--- config.mk ---
export PLATFORM = sky130hd
export DESIGN_NAME = uart_rx_core
export DESIGN_NICKNAME = d
export VERILOG_FILES = /design/src/rtl/uart_rx_core.sv
export SDC_FILE = /design/constraint.sdc
export NUM_CORES = 1
export LEC_CHECK = 0
export CAP_MARGIN = 20
export CORE_MARGIN = 2
export CORE_UTILIZATION = 50
export CTS_CLUSTER_DIAMETER = 80
export DETAILED_ROUTE_END_ITERATION = 8
export PLACE_DENSITY = 0.8
export RECOVER_POWER = 100
export SLEW_MARGIN = 25
export SYNTH_ARGS = -nofsm -noshare
export SYNTH_HDL_FRONTEND = slang
export SYNTH_SLANG_ARGS = --single-unit
export TNS_END_PERCENT = 1
--- constraint.sdc ---
create_clock -name CLK -period 3.1 [get_ports CLK]
set_input_delay 0.465 -clock CLK [delete_from_list [all_inputs] [get_ports CLK]]
set_output_delay 0.465 -clock CLK [all_outputs]
set_load 0.05 [all_outputs]
--- src/rtl/uart_rx_core.sv ---
// uart_rx_core: oversampling UART receiver. 2-flop synchronizer, mid-cell
// 2-of-3 majority vote, optional parity check, stop-bit check, one-cycle
// result strobes.
module uart_rx_core #(
    parameter int DATA_WIDTH     = 8,
    parameter int PRESCALE_WIDTH = 6
) (
    input  logic                      CLK,
    input  logic                      RST,
    input  logic                      RX_IN,
    input  logic [PRESCALE_WIDTH-1:0] PRESCALE,
    input  logic                      PAR_EN,
    input  logic                      PAR_TYP,
    output logic [DATA_WIDTH-1:0]     P_DATA,
    output logic                      DATA_VALID,
    output logic                      PAR_ERR,
    output logic                      STP_ERR
);

    localparam int BW = (DATA_WIDTH > 1) ? $clog2(DATA_WIDTH) : 1;
    localparam logic [PRESCALE_WIDTH-1:0] P_ONE    = 1;
    localparam logic [BW-1:0]             B_ONE    = 1;
    localparam logic [BW-1:0]             LAST_BIT = BW'(DATA_WIDTH - 1);

    typedef enum logic [2:0] {IDLE, START, DATA, PARITY, STOP} state_t;

    state_t                    state, state_nxt;
    logic                      rx_m, rx_s;
    logic [PRESCALE_WIDTH-1:0] edge_cnt;
    logic [BW-1:0]             bit_cnt;
    logic                      s_lo, s_mid;
    logic [DATA_WIDTH-1:0]     shift_reg;
    logic                      par_en_q, par_typ_q, bad_frame;
    logic                      dv_nxt, perr_nxt, serr_nxt;

    logic [PRESCALE_WIDTH-1:0] half, pt_lo, pt_hi, last_cnt;
    logic                      at_dec, at_last, maj, exp_par;

    assign half     = PRESCALE >> 1;
    assign pt_lo    = half - P_ONE;
    assign pt_hi    = half + P_ONE;
    assign last_cnt = PRESCALE - P_ONE;
    assign at_dec   = (edge_cnt == pt_hi);
    assign at_last  = (edge_cnt == last_cnt);
    // Third vote is the live sample taken in the decision cycle itself.
    assign maj      = (s_lo & s_mid) | (s_lo & rx_s) | (s_mid & rx_s);
    assign exp_par  = par_typ_q ? ~^shift_reg : ^shift_reg;

    // Two-flop synchronizer for the asynchronous serial line (idles high).
    always_ff @(posedge CLK or posedge RST) begin
        if (RST) begin
            rx_m <= 1'b1;
            rx_s <= 1'b1;
        end else begin
            rx_m <= RX_IN;
            rx_s <= rx_m;
        end
    end

    // FSM state register.
    always_ff @(posedge CLK or posedge RST) begin
        if (RST) state <= IDLE;
        else     state <= state_nxt;
    end

    // Next-state and result-strobe decode.
    always_comb begin
        state_nxt = state;
        dv_nxt    = 1'b0;
        perr_nxt  = 1'b0;
        serr_nxt  = 1'b0;
        case (state)
            IDLE:   if (!rx_s) state_nxt = START;
            START: begin
                if (at_dec && maj) state_nxt = IDLE;
                else if (at_last)  state_nxt = DATA;
            end
            DATA:   if (at_last && bit_cnt == LAST_BIT)
                        state_nxt = par_en_q ? PARITY : STOP;
            PARITY: begin
                if (at_dec && (maj != exp_par)) perr_nxt = 1'b1;
                if (at_last) state_nxt = STOP;
            end
            STOP: begin
                // Leave mid stop cell so the next start edge is never missed.
                if (at_dec) begin
                    state_nxt = IDLE;
                    if (!maj)           serr_nxt = 1'b1;
                    else if (!bad_frame) dv_nxt  = 1'b1;
                end
            end
            default: state_nxt = IDLE;
        endcase
    end

    // Counters, sampling, shift register, frame settings and outputs.
    always_ff @(posedge CLK or posedge RST) begin
        if (RST) begin
            edge_cnt   <= '0;
            bit_cnt    <= '0;
            s_lo       <= 1'b1;
            s_mid      <= 1'b1;
            shift_reg  <= '0;
            par_en_q   <= 1'b0;
            par_typ_q  <= 1'b0;
            bad_frame  <= 1'b0;
            P_DATA     <= '0;
            DATA_VALID <= 1'b0;
            PAR_ERR    <= 1'b0;
            STP_ERR    <= 1'b0;
        end else begin
            DATA_VALID <= dv_nxt;
            PAR_ERR    <= perr_nxt;
            STP_ERR    <= serr_nxt;
            if (dv_nxt) P_DATA <= shift_reg;

            if (state == IDLE || state_nxt == IDLE || at_last) edge_cnt <= '0;
            else                                               edge_cnt <= edge_cnt + P_ONE;

            if (edge_cnt == pt_lo) s_lo  <= rx_s;
            if (edge_cnt == half)  s_mid <= rx_s;

            if (state != DATA)
                bit_cnt <= '0;
            else if (at_last)
                bit_cnt <= (bit_cnt == LAST_BIT) ? '0 : bit_cnt + B_ONE;

            if (state == DATA && at_dec)
                shift_reg <= {maj, shift_reg[DATA_WIDTH-1:1]};

            if (state == IDLE && state_nxt == START) begin
                par_en_q  <= PAR_EN;
                par_typ_q <= PAR_TYP;
                bad_frame <= 1'b0;
            end else if (perr_nxt) begin
                bad_frame <= 1'b1;
            end
        end
    end

endmodule

==> metrics.txt <==
status finished with violations; failing checks max-capacitance violations, max-slew violations; P&R area growth vs syn 19.3%; TNS Setup 0 ps; total iterations of the first detailed-routing run 4; Ports 22; quantity of hold-fixing buffers added after cts 0; area post-placement 2550 um^2; max-cap violation count 1; total CTS buffers 5; fmax 363 MHz; Reg power frac a little under two fifths; Post-DRT Antenna Nets 0; input/output buffers 21; EDFF count, synth 0; HP Class register to register; area leader, netlist dfrtp_1; GR Layer Usage met1 29.7%; vias in the first global route 1,655; skew final around 6.3 ps; Sink Count 38; first-pass GRT wire length a little under 8000 um; largest cells by area after synthesis dfrtp_1 (38%), mux2_2 (9.6%), xnor2_1 (5.9%); Die X-Extent 70.8 um; minimum clock period roughly 2800 ps; Tot GR Track Use around 20%; core region area roughly 4300 um^2; GRT busiest layer met1; Mapped Cells just over 200; CTS tree built; Logic pwr share about a third; DRC viols 0; vias per inst approximately 5.7; family with the most delay on the worst path buffers and inverters; top-count cell post-synth dfrtp_1; main flop type after synthesis dfrtp_1; clock buffer depth 2; Net Sw Frac a little over a third; fin. max-slew vios 39; Finish-stage setup viols 0; crit end category register; Max IR drop VDD roughly 0.00038 V; CP max-delay cell clkdlybuf4s50_1; GP Congestion slightly above 0.8; Cell Chain, Critical Path clkdlybuf4s50_1, inv_1, ha_1, xnor2_1, nor2b_1, nand4_1, clkbuf_1, nor3_4, mux2_2; Die H approximately 71 um; Util after Layout 61.6%; Hold Fails Final Rpt 0; Largest stage delay, worst path 500 ps; drt total wl approximately 4500 um; GRT overflow 0; vias post-DR ~1,700; Final Net Count 256; post-CTS setup buffers 0; crit path buf inv count 3; Yosys reg bits 38; share of layout cells above drive strength 1 19.7%; design area around 2700 um^2; grt met2 use 29.6%; Post-synth top cells dfrtp_1 (34), mux2_2 (19), nand2_1 (16); largest net degree at the start of global routing 39; worst rel slew slack -33.6%; Slew @ Worst Pin approximately 2000 ps; worst skew pair latency 290 ps; ant diodes 0; Tcrit/Tclk final 88.9%; post-synth top area share between 30% and 40%; Stages on worst setup path 9; Detail Placement HPWL between 3000 and 4000 um; Cell Pwr Density 694 nW/um^2; initial antenna violation count 0; initial drt markers 110; Warnings, synthesis 0; Hold Crit Depth 0; full die area around 5000 um^2; Pint around 1.2 mW; syn avg cell area approximately 11 um^2; root buf cell clkbuf_8; worst-path maximum fanout 8; Rows 24; Worst Path Required 3270 ps; leak pwr 1.23 nW; clk slew on worst S/H paths roughly 70 ps; WL/cell 15.4 um; RSZ-0062 raised after global routing no; synthesized cell area between 2000 and 2500 um^2; Resized Gates After CTS 0; met3 GRT Util under 10%; syn_nets between 200 and 250; CP Data Arrival Time a little under 3000 ps; H-tree depth 2; asr flop ratio synth between 90% and 100%; switching power roughly 0.64 mW; Initial Utilization 51.6%; startpoint types input pin; reg2reg path depth 6; clock share of power 28.1%; Power Total approximately 1.8 mW; critical setup path kind input pin to register; post-synthesis cell type count 47; post-synthesis sequential area ratio about 43%
==> power by group through the flow <==
stage | sequential, mW | clock (mW) | combinational (mW)
after global routing | 0.723 | 0.555 | 0.688
final | 0.708 | 0.520 | 0.622
after floorplan | 0.661 | 0 | 0.512
after global placement | 0.708 | 0 | 0.602
after detailed placement | 0.715 | 0 | 0.624
after CTS | 0.705 | 0.525 | 0.633
==> cells by family (layout without fill, tap and decap cells) <==
group | Yosys count | in the layout | share of synthesized area [%]
buffers and inverters | 13 | 45 | 2.35
adders and majority gates | 8 | 8 | 4.37
and+or+nand+nor | 63 | 63 | 16.5
AOI/OAI and AO/OA | 35 | 35 | 11.5
DFF | 38 | 38 | 42.8
muxes | 20 | 20 | 10.0
xor gates and xnor gates | 30 | 30 | 12.4
==> placed cells by master, fill, tap and decap left out, types with 3 or more instances in the layout <==
master,Yosys,layout
nor4_1,3,4
a21oi_1,6,6
nor3_1,5,5
a21o_1,3,3
mux2_2,19,19
clkdlybuf4s50_1,0,7
nor2_1,7,7
nand2_1,16,16
inv_1,6,6
buf_4,0,7
dfstp_2,4,4
nand3_1,11,11
clkbuf_8,0,6
xnor2_1,15,15
o21ai_0,8,8
ha_1,7,7
clkbuf_1,2,3
or2_2,3,3
dlygate4sd3_1,0,14
a211oi_1,6,6
xor2_1,14,14
dfrtp_1,34,34
==> stage by stage <==
| stage | instances | hold WS [ps] | setup WS, ps |
|---|---|---|---|
| after floorplan | 207 | 345 | 597 |
| after global placement | 283 | 346 | 183 |
| after detailed placement | 283 | 352 | 149 |
| after CTS | 291 | 362 | 434 |
| after global routing | 291 | 363 | 144 |
| final | 291 | 360 | 344 |
==> final cells by class <==
type                       instances  area [um^2]
clock inverter                     2         60.1
fill                             355         1660
timing repair buffer              31          274
sequential                        38          956
clock buffer                       6         82.6
tap                               52         65.1
inverter                           6         22.5
multi-input combinational        156         1200
==> per-layer routing <==
layer / wire [um] / up-vias
met2: 2150 / 43
met4: 55 / 0
met3: 162 / 6
met1: 2110 / 809
met5: 0 / -
li1: - / 803
==> worst paths after layout <==
check,from,slack [ps],end
min in group asynchronous,RST,1330,bit_cnt[0]
min,rx_m,360,rx_s
max in group asynchronous,RST,620,edge_cnt[1]
max,PRESCALE[2],340,shift_reg[3]
min reg2reg,rx_m,360,rx_s
max reg2reg,edge_cnt[3],670,shift_reg[3]
(Power assumes the default switching activity.)
